--- src/rtl/mc_main_ctrl.sv ---
// Multicycle MIPS main controller. Sequences FETCH/DECODE/execute/writeback,
// latches the opcode on DECODE exit and drives datapath selects and strobes.
// Selects are Moore outputs of (state, latched opcode). Only the ready-qualified
// strobes and illegal_o look at inputs. Every strobe is gated low during reset.
module mc_main_ctrl #(
    parameter int HAS_MEM_HANDSHAKE = 1,
    parameter int EN_EXT_OPS        = 1
) (
    input  logic       clk_i,
    input  logic       rst_ni,
    input  logic [5:0] op_i6,
    input  logic       mem_ready_i,
    output logic       mem_req_o,
    output logic       iord_o,
    output logic       mem_write_o,
    output logic       ir_write_o,
    output logic       pc_write_o,
    output logic       branch_o,
    output logic       branch_ne_o,
    output logic [1:0] pc_src_o2,
    output logic       alu_src_a_o,
    output logic [1:0] alu_src_b_o2,
    output logic [1:0] alu_op_o2,
    output logic [1:0] imm_ext_o2,
    output logic [1:0] reg_dst_o2,
    output logic [1:0] mem_to_reg_o2,
    output logic       reg_write_o,
    output logic       instr_done_o,
    output logic       illegal_o,
    output logic [3:0] state_o4
);

    typedef enum logic [3:0] {
        S_FETCH  = 4'd0,  S_DECODE = 4'd1,  S_MEM_ADR = 4'd2, S_MEM_RD = 4'd3,
        S_MEM_WB = 4'd4,  S_MEM_WR = 4'd5,  S_R_EX    = 4'd6, S_ALU_WB = 4'd7,
        S_I_EX   = 4'd8,  S_I_WB   = 4'd9,  S_BR_EX   = 4'd10, S_J_EX  = 4'd11,
        S_JAL_EX = 4'd12
    } state_t;

    localparam logic [5:0] OP_RTYPE = 6'b000000;
    localparam logic [5:0] OP_J     = 6'b000010;
    localparam logic [5:0] OP_JAL   = 6'b000011;
    localparam logic [5:0] OP_BEQ   = 6'b000100;
    localparam logic [5:0] OP_BNE   = 6'b000101;
    localparam logic [5:0] OP_ADDI  = 6'b001000;
    localparam logic [5:0] OP_SLTI  = 6'b001010;
    localparam logic [5:0] OP_LUI   = 6'b001111;
    localparam logic [5:0] OP_LW    = 6'b100011;
    localparam logic [5:0] OP_SW    = 6'b101011;

    state_t     r_state;
    state_t     w_next;
    logic [5:0] r_op;
    logic       w_ready;
    logic       w_mem_req, w_mem_write, w_ir_write, w_pc_write;
    logic       w_branch, w_branch_ne, w_reg_write, w_done, w_illegal;

    // Extended opcodes are only recognised when the build enables them.
    function automatic logic f_legal(input logic [5:0] op);
        case (op)
            OP_RTYPE, OP_J, OP_BEQ, OP_ADDI, OP_LW, OP_SW: f_legal = 1'b1;
            OP_JAL, OP_BNE, OP_SLTI, OP_LUI:               f_legal = (EN_EXT_OPS != 0);
            default:                                       f_legal = 1'b0;
        endcase
    endfunction

    assign w_ready = (HAS_MEM_HANDSHAKE != 0) ? mem_ready_i : 1'b1;

    // Next-state selection; DECODE dispatches on the live opcode field.
    always_comb begin
        w_next = S_FETCH;
        case (r_state)
            S_FETCH:   w_next = w_ready ? S_DECODE : S_FETCH;
            S_DECODE: begin
                if (f_legal(op_i6)) begin
                    case (op_i6)
                        OP_LW, OP_SW:             w_next = S_MEM_ADR;
                        OP_RTYPE:                 w_next = S_R_EX;
                        OP_ADDI, OP_SLTI, OP_LUI: w_next = S_I_EX;
                        OP_BEQ, OP_BNE:           w_next = S_BR_EX;
                        OP_J:                     w_next = S_J_EX;
                        OP_JAL:                   w_next = S_JAL_EX;
                        default:                  w_next = S_FETCH;
                    endcase
                end
            end
            S_MEM_ADR: w_next = (r_op == OP_SW) ? S_MEM_WR : S_MEM_RD;
            S_MEM_RD:  w_next = w_ready ? S_MEM_WB : S_MEM_RD;
            S_MEM_WR:  w_next = w_ready ? S_FETCH : S_MEM_WR;
            S_R_EX:    w_next = S_ALU_WB;
            S_I_EX:    w_next = S_I_WB;
            default:   w_next = S_FETCH;
        endcase
    end

    // State register and opcode latch, loaded while leaving DECODE.
    always_ff @(posedge clk_i or negedge rst_ni) begin
        if (!rst_ni) begin
            r_state <= S_FETCH;
            r_op    <= 6'd0;
        end else begin
            r_state <= w_next;
            if (r_state == S_DECODE) r_op <= op_i6;
        end
    end

    // Per-state control decode; unlisted fields stay at zero.
    always_comb begin
        w_mem_req     = 1'b0;
        w_mem_write   = 1'b0;
        w_ir_write    = 1'b0;
        w_pc_write    = 1'b0;
        w_branch      = 1'b0;
        w_branch_ne   = 1'b0;
        w_reg_write   = 1'b0;
        w_done        = 1'b0;
        w_illegal     = 1'b0;
        iord_o        = 1'b0;
        pc_src_o2     = 2'b00;
        alu_src_a_o   = 1'b0;
        alu_src_b_o2  = 2'b00;
        alu_op_o2     = 2'b00;
        imm_ext_o2    = 2'b00;
        reg_dst_o2    = 2'b00;
        mem_to_reg_o2 = 2'b00;
        case (r_state)
            S_FETCH: begin
                alu_src_b_o2 = 2'b01;
                w_mem_req    = 1'b1;
                w_ir_write   = w_ready;
                w_pc_write   = w_ready;
            end
            S_DECODE: begin
                alu_src_b_o2 = 2'b11;
                w_illegal    = !f_legal(op_i6);
            end
            S_MEM_ADR: begin
                alu_src_a_o  = 1'b1;
                alu_src_b_o2 = 2'b10;
            end
            S_MEM_RD: begin
                iord_o    = 1'b1;
                w_mem_req = 1'b1;
            end
            S_MEM_WB: begin
                mem_to_reg_o2 = 2'b01;
                w_reg_write   = 1'b1;
                w_done        = 1'b1;
            end
            S_MEM_WR: begin
                iord_o      = 1'b1;
                w_mem_req   = 1'b1;
                w_mem_write = w_ready;
                w_done      = w_ready;
            end
            S_R_EX: begin
                alu_src_a_o = 1'b1;
                alu_op_o2   = 2'b10;
            end
            S_ALU_WB: begin
                reg_dst_o2  = 2'b01;
                w_reg_write = 1'b1;
                w_done      = 1'b1;
            end
            S_I_EX: begin
                alu_src_a_o  = 1'b1;
                alu_src_b_o2 = 2'b10;
                if (r_op == OP_SLTI) alu_op_o2 = 2'b11;
                // LUI relies on rs = $0 so A + (imm << 16) is the result.
                if (r_op == OP_LUI) imm_ext_o2 = 2'b10;
            end
            S_I_WB: begin
                w_reg_write = 1'b1;
                w_done      = 1'b1;
            end
            S_BR_EX: begin
                alu_src_a_o = 1'b1;
                alu_op_o2   = 2'b01;
                pc_src_o2   = 2'b01;
                w_branch    = (r_op == OP_BEQ);
                w_branch_ne = (r_op == OP_BNE);
                w_done      = 1'b1;
            end
            S_J_EX: begin
                pc_src_o2  = 2'b10;
                w_pc_write = 1'b1;
                w_done     = 1'b1;
            end
            S_JAL_EX: begin
                // PC already holds PC+4 from FETCH, so it is the link value.
                pc_src_o2     = 2'b10;
                w_pc_write    = 1'b1;
                w_reg_write   = 1'b1;
                reg_dst_o2    = 2'b10;
                mem_to_reg_o2 = 2'b10;
                w_done        = 1'b1;
            end
            default: ;
        endcase
    end

    // Reset gates every strobe immediately, dropping any pending write.
    assign mem_req_o    = w_mem_req   & rst_ni;
    assign mem_write_o  = w_mem_write & rst_ni;
    assign ir_write_o   = w_ir_write  & rst_ni;
    assign pc_write_o   = w_pc_write  & rst_ni;
    assign branch_o     = w_branch    & rst_ni;
    assign branch_ne_o  = w_branch_ne & rst_ni;
    assign reg_write_o  = w_reg_write & rst_ni;
    assign instr_done_o = w_done      & rst_ni;
    assign illegal_o    = w_illegal   & rst_ni;
    assign state_o4     = r_state;

endmodule

--- config.mk ---
export PLATFORM = sky130hd
export DESIGN_NAME = mc_main_ctrl
export DESIGN_NICKNAME = d
export VERILOG_FILES = /design/src/rtl/mc_main_ctrl.sv
export SDC_FILE = /design/constraint.sdc
export NUM_CORES = 1
export LEC_CHECK = 0
export BUFFER_PORTS_ARGS = -buffer_cell sky130_fd_sc_hd__buf_2
export CORE_MARGIN = 10
export CORE_UTILIZATION = 44
export DETAILED_ROUTE_END_ITERATION = 10
export PLACE_DENSITY = 0.84
export SYNTH_ARGS = -nofsm -noshare
export SYNTH_HDL_FRONTEND = slang
export SYNTH_SLANG_ARGS = --single-unit
--- constraint.sdc ---
create_clock -name clk_i -period 1.6 [get_ports clk_i]
set_clock_uncertainty 0.15 [all_clocks]
set_input_delay 0.08 -clock clk_i [delete_from_list [all_inputs] [get_ports clk_i]]
set_output_delay 0.08 -clock clk_i [all_outputs]
set_load 0.05 [all_outputs]
==> results.rst, run 1 <==
.. list-table::
   :header-rows: 1

   * - Metric
     - Value
   * - Result of the run
     - aborted with a tool error
   * - Stage at which the run stopped
     - global routing
   * - First error
     - [ERROR DPL-0038] Utilization greater than 100%, impossible to legalize
   * - Vertical die dimension
     - 67.1 um
   * - Largest area contributor in the netlist
     - dfrtp_1
   * - Synthesized area
     - 977 um^2
   * - Count of distinct cell types in the synthesized netlist
     - 40
   * - Syn Area/Cell
     - 7.58 um^2
   * - Weighted congestion reported at the end of routability-driven placement
     - 0.814
   * - Kind of the worst endpoint
     - output port
   * - Sequential-to-total area share from yosys stat
     - 25.6%
   * - Maximum clock insertion buffer count
     - 2
   * - Maximum number of pins on one net before global-route repair
     - 13
   * - Initial Util
     - 45.0%
   * - Horizontal die dimension
     - 67.1 um
   * - Half-perimeter wire length of the detailed placement result
     - 2750 um
   * - Crit. endpoint post-GRT repair
     - alu_op_o2[1]
   * - Clock buffers created by TritonCTS
     - 3
   * - Area share of the leading cell type in the synthesized netlist
     - 25.6%
   * - Post-synth net total
     - 138
   * - Number of warnings printed during yosys synthesis
     - 0
   * - H-Tree Depth
     - 1
   * - Cells after Synth
     - 129
   * - IO Port Bufs
     - 34
   * - Master cell of the clock root buffer
     - clkbuf_4
   * - Clk sinks
     - 10
   * - Synthesized flop and latch total
     - 10
   * - FP Rows
     - 17
   * - Number of ports placed on the die boundary
     - 36
   * - Top post-synthesis cells by area
     - dfrtp_1 26%, nor2_1 6.5%, o21ai_0 6.1%
## kinds of logic after synthesis
kind of cell | Yosys count | synth area share [%]
compound gates | 32 | 20.5
buf+inv | 13 | 7.04
mux | 6 | 6.79
flops | 10 | 25.6
xor+xnor | 4 | 3.59
simple gates | 63 | 36.1
other cells | 1 | 0.384
## synth_stat cells, drive strengths merged
library cell / instances
inv: 1
a21oi: 6
and3: 1
o221a: 1
nand4: 1
nor4bb: 1
and2: 3
nor3b: 3
o31ai: 1
buf: 7
nor4b: 1
o22a: 1
o21a: 1
nor2b: 3
mux2: 5
a31oi: 1
nand2: 11
o311ai: 1
mux2i: 1
xnor2: 2
nor4: 1
dfrtp: 10
conb: 1
or4: 1
o21ai: 12
and3b: 3
nand2b: 8
o22ai: 3
a22oi: 1
or2: 1
nand3: 2
nor3: 5
clkbuf: 5
a211oi: 3
xor2: 2
o2111a: 1
and4b: 1
nor2: 17
## metrics by stage
| step | cell area, um^2 | utilization, % | hold WS [ns] | setup slack (ns) | cells |
|---|---|---|---|---|---|
| floorplan | 1220 | - | -0.366 | -0.306 | 129 |
| global placement | 1580 | 73.0 | -0.105 | -0.0797 | 211 |
| detailed placement | 1580 | 73.0 | -0.0967 | -0.154 | 211 |
| CTS | 2040 | 93.9 | 0.000122 | -0.318 | 230 |
## timing repair
action                     CTS
resized for setup           79
hold buffers                 5
setup buffers               10
pin swaps                   10
hold endpoints to repair    15
setup endpoints to repair   30
==> run 2: changes to the inputs <==
--- a/config.mk
+++ b/config.mk
@@ -6,10 +6,10 @@
 export NUM_CORES = 1
 export LEC_CHECK = 0
 export BUFFER_PORTS_ARGS = -buffer_cell sky130_fd_sc_hd__buf_2
-export CORE_MARGIN = 10
-export CORE_UTILIZATION = 44
+export CORE_AREA = 10 10 71 73
 export DETAILED_ROUTE_END_ITERATION = 10
-export PLACE_DENSITY = 0.84
+export DIE_AREA = 0 0 81 83
+export PLACE_DENSITY_LB_ADDON = 0.15
 export SYNTH_ARGS = -nofsm -noshare
 export SYNTH_HDL_FRONTEND = slang
 export SYNTH_SLANG_ARGS = --single-unit
==> constraint.sdc (replaced) <==
create_clock -name clk_i -period 2.1 [get_ports clk_i]
set_clock_uncertainty 0.15 [all_clocks]
set_input_delay 0.105 -clock clk_i [delete_from_list [all_inputs] [get_ports clk_i]]
set_output_delay 0.105 -clock clk_i [all_outputs]
set_load 0.05 [all_outputs]
==> run 2 against run 1 <==
Against the previous run: the run now ends clean; synthesized cell count did not move; area after synthesis unchanged.
==> results.rst, run 2 <==
.. list-table::
   :header-rows: 1

   * - Metric
     - Value
   * - Result of the run
     - complete, no violations
   * - Final setup violation count
     - 0
   * - Drt drc
     - 0
   * - Arrival time at the worst endpoint
     - 1.72 ns
   * - Wirelength per Cell
     - 14.3 um
   * - LEAKAGE
     - 0.603 nW
   * - Cell area after layout
     - 1380 um^2
   * - Internal power
     - 0.000897 W
   * - Endpoint of the worst register-to-register path
     - r_op[5]
   * - Vertical die dimension
     - 83 um (+24%)
   * - Sequential-to-total area share from yosys stat
     - 25.6% (unchanged)
   * - Busiest layer in global routing
     - met2
   * - Maximum clock insertion buffer count
     - 2 (unchanged)
   * - Synthesized area
     - 977 um^2 (unchanged)
   * - Max capacitance violation total
     - 0
   * - Wire length of the first global-routing pass
     - 5130 um
   * - Cells after Synth
     - 129 (unchanged)
   * - Gate power share
     - 68.1%
   * - Most common cell after layout, fill and taps aside
     - buf_2
   * - Highest Clock Rate
     - 0.507 GHz
   * - Weighted congestion reported at the end of routability-driven placement
     - 0.718 (-12%)
   * - Total iterations of the first detailed-routing run
     - 4
   * - Detailed-route vias per instance
     - 4.92
   * - Worst Reg2Reg Path Length in Cells
     - 4
   * - Number of enable flip-flop cells after synthesis
     - 0 (unchanged)
   * - Horizontal die dimension
     - 81 um (+21%)
   * - Post-CTS clock slew at the launch and capture registers of the worst setup and hold paths
     - 0.05 ns
   * - Fin nets
     - 174
   * - Synthesized flop and latch total
     - 10 (unchanged)
   * - Total power consumption of the routed design
     - 0.00194 W
   * - Number of warnings printed during yosys synthesis
     - 0 (unchanged)
   * - Worst reg-to-reg setup slack
     - 0.37 ns
   * - Master cell of the clock root buffer
     - clkbuf_8
   * - Initial Util
     - 26.9% (-18 points)
   * - Via count of the first global-routing pass
     - 1003
   * - Data required time of the critical path
     - 1.85 ns
   * - Layout overhead on the synthesized area
     - 41.6%
   * - Most used DFF post-synth
     - dfrtp_1
   * - Vias post-DR
     - 1042
   * - Net switching power
     - 0.00104 W
   * - Top post-synthesis cells by area
     - dfrtp_1 26%, nor2_1 6.5%, o21ai_0 6.1%
   * - Max-slew violation count
     - 0
   * - Path category of the worst min-delay check
     - in -> reg
   * - Clock latency on the worst-skew pair
     - 0.23 ns
   * - Worst hold endpoint
     - state_o4[3]
   * - Proportion of layout cells with a drive suffix above 1
     - 45.7%
   * - Total Routing Usage GR
     - 9.14%
   * - Met2 track utilization from global routing
     - 13.2%
   * - Portion of total power attributed to the clock network
     - 12.3%
   * - Number of antenna-violating nets in the routed design
     - 0
   * - Maximum vdd ir drop
     - 353 uV
   * - FP Rows
     - 22 (+5)
   * - Switching Fraction
     - 53.8%
   * - Number of hold-slack violations in the final timing report
     - 0
   * - Crit Path Max Fanout
     - 3
   * - Commonest non-fill, non-tap cells in the layout
     - 31 x buf_2, 11 x nand2_1, 11 x nor2_1
   * - Area share of the leading cell type in the synthesized netlist
     - 25.6% (unchanged)
   * - Worst hold slack across all endpoints
     - 0.0280 ns
   * - Async set-or-reset flop fraction in the synthesized netlist
     - 100% (unchanged)
   * - Post-route worst setup slack
     - 0.127 ns
   * - Maximum number of pins on one net before global-route repair
     - 23
   * - Sort of element at the start of the critical path
     - register
   * - Source of the worst hold timing path
     - op_i6[5]
   * - Count of distinct cell types in the synthesized netlist
     - 40 (unchanged)
   * - Clk sinks
     - 10 (unchanged)
   * - RSZ-0062 raised after global routing
     - no
   * - IO Port Bufs
     - 34 (unchanged)
   * - Global route total overflow
     - 0
   * - Clock buffers created by TritonCTS
     - 3 (unchanged)
   * - Critical Setup Path Class
     - reg -> out
   * - Clock tree from TritonCTS
     - yes
   * - Type of destination of the critical path
     - primary output
   * - PD cells
     - 1400 nW/um^2
   * - Area enclosed by the die boundary
     - 6720 um^2
   * - Post-layout minimum cycle time
     - 1.97 ns
   * - Number of ports placed on the die boundary
     - 36 (unchanged)
   * - Total cell area at the placement stage
     - 1290 um^2 (-18%)
   * - Syn Area/Cell
     - 7.58 um^2 (unchanged)
   * - Area of the placeable core
     - 3630 um^2
   * - Met1 global-route usage
     - 12.6%
   * - Initial antenna violation count
     - 0
   * - Post-synth net total
     - 138 (unchanged)
   * - Leading cell type by number of instances after synthesis
     - nor2_1
   * - H-Tree Depth
     - 1 (unchanged)
   * - Number of flip-flops under the largest register name
     - 6
   * - Sequential share of power
     - 19.6%
   * - Largest area contributor in the netlist
     - dfrtp_1
   * - Most frequent cells after synthesis
     - 17 x nor2_1, 12 x o21ai_0, 11 x nand2_1
   * - Initial detailed-routing violation count
     - 89
   * - Grt met3 use
     - 2.37%
   * - Drt total wl
     - 3040 um
   * - Worst hold stages
     - 2
   * - Period utilization
     - 94.0%
   * - Half-perimeter wire length of the detailed placement result
     - 2410 um (-12%)
   * - Register name with the most flops
     - r_op
   * - Dpl ws
     - 0.205 ns (+0.359 ns)
   * - Post-route core utilization
     - 38.1%
   * - Ant diodes
     - 0
   * - R2r startpoint
     - state_o4[1]
-- run 2: logic make-up after synthesis --
group	share of synthesized area, %
buf+inv	7.04
mux	6.79
flops	25.6
other cells	0.384
simple gates	36.1
xor+xnor	3.59
compound gates	20.5
-- run 2: how the worst max path moves through the flow --
stage / from / to
6_report: state_o4[2] / alu_op_o2[1]
2_1_floorplan: state_o4[1] / alu_op_o2[1]
4_1_cts: state_o4[0] / alu_op_o2[1]
3_5_place_dp: state_o4[0] / alu_op_o2[1]
5_1_grt: state_o4[2] / alu_op_o2[1]
3_3_place_gp: state_o4[0] / alu_op_o2[1]
-- run 2: critical path, cell delays in order (launching register included) --
cell	delay, ns
dfrtp_2	0.40
nor2b_1	0.15
nand2_1	0.13
or4_4	0.51
o21ai_1	0.11
buf_6	0.18
-- run 2: cell type report --
| cell class | count | area [um^2] |
|---|---|---|
| flip-flops and latches | 10 | 254 |
| fillers | 394 | 2250 |
| well taps | 48 | 60.1 |
| inverters | 1 | 3.75 |
| multi-input cells | 106 | 752 |
| clock buffers | 4 | 55.1 |
| repair buffers | 43 | 259 |
-- run 2: repair_timing --
action	4_1_cts	5_1_grt
setup endpoints to repair	2	7
endpoints found under the hold margin	10	0
buffers inserted	0	0
gates resized for setup	2	8
hold buffers	1	0
-- run 2: metal layers --
metal  up-vias  routed length (um)
li1        523                   -
met3         4                 261
met5         -                   0
met1       479                1420
met4         0                  29
met2        36                1330
-- run 2: stage by stage --
stage / instances / setup TNS [ns]
finish: 212 / 0
CTS: 212 / 0
detailed placement: 207 / 0
global placement: 207 / 0
global route: 212 / 0
floorplan: 129 / -0.556
-- run 2: power groups by stage --
stage	logic [W]	registers [W]	clock network [W]
4_1_cts	0.00132	0.000373	0.000245
6_report	0.00132	0.000381	0.000238
3_3_place_gp	0.00131	0.000370	0
2_1_floorplan	0.000945	0.000445	0
5_1_grt	0.00143	0.000398	0.000256
3_5_place_dp	0.00132	0.000376	0
Note: power is estimated with default switching activity, not from simulation.
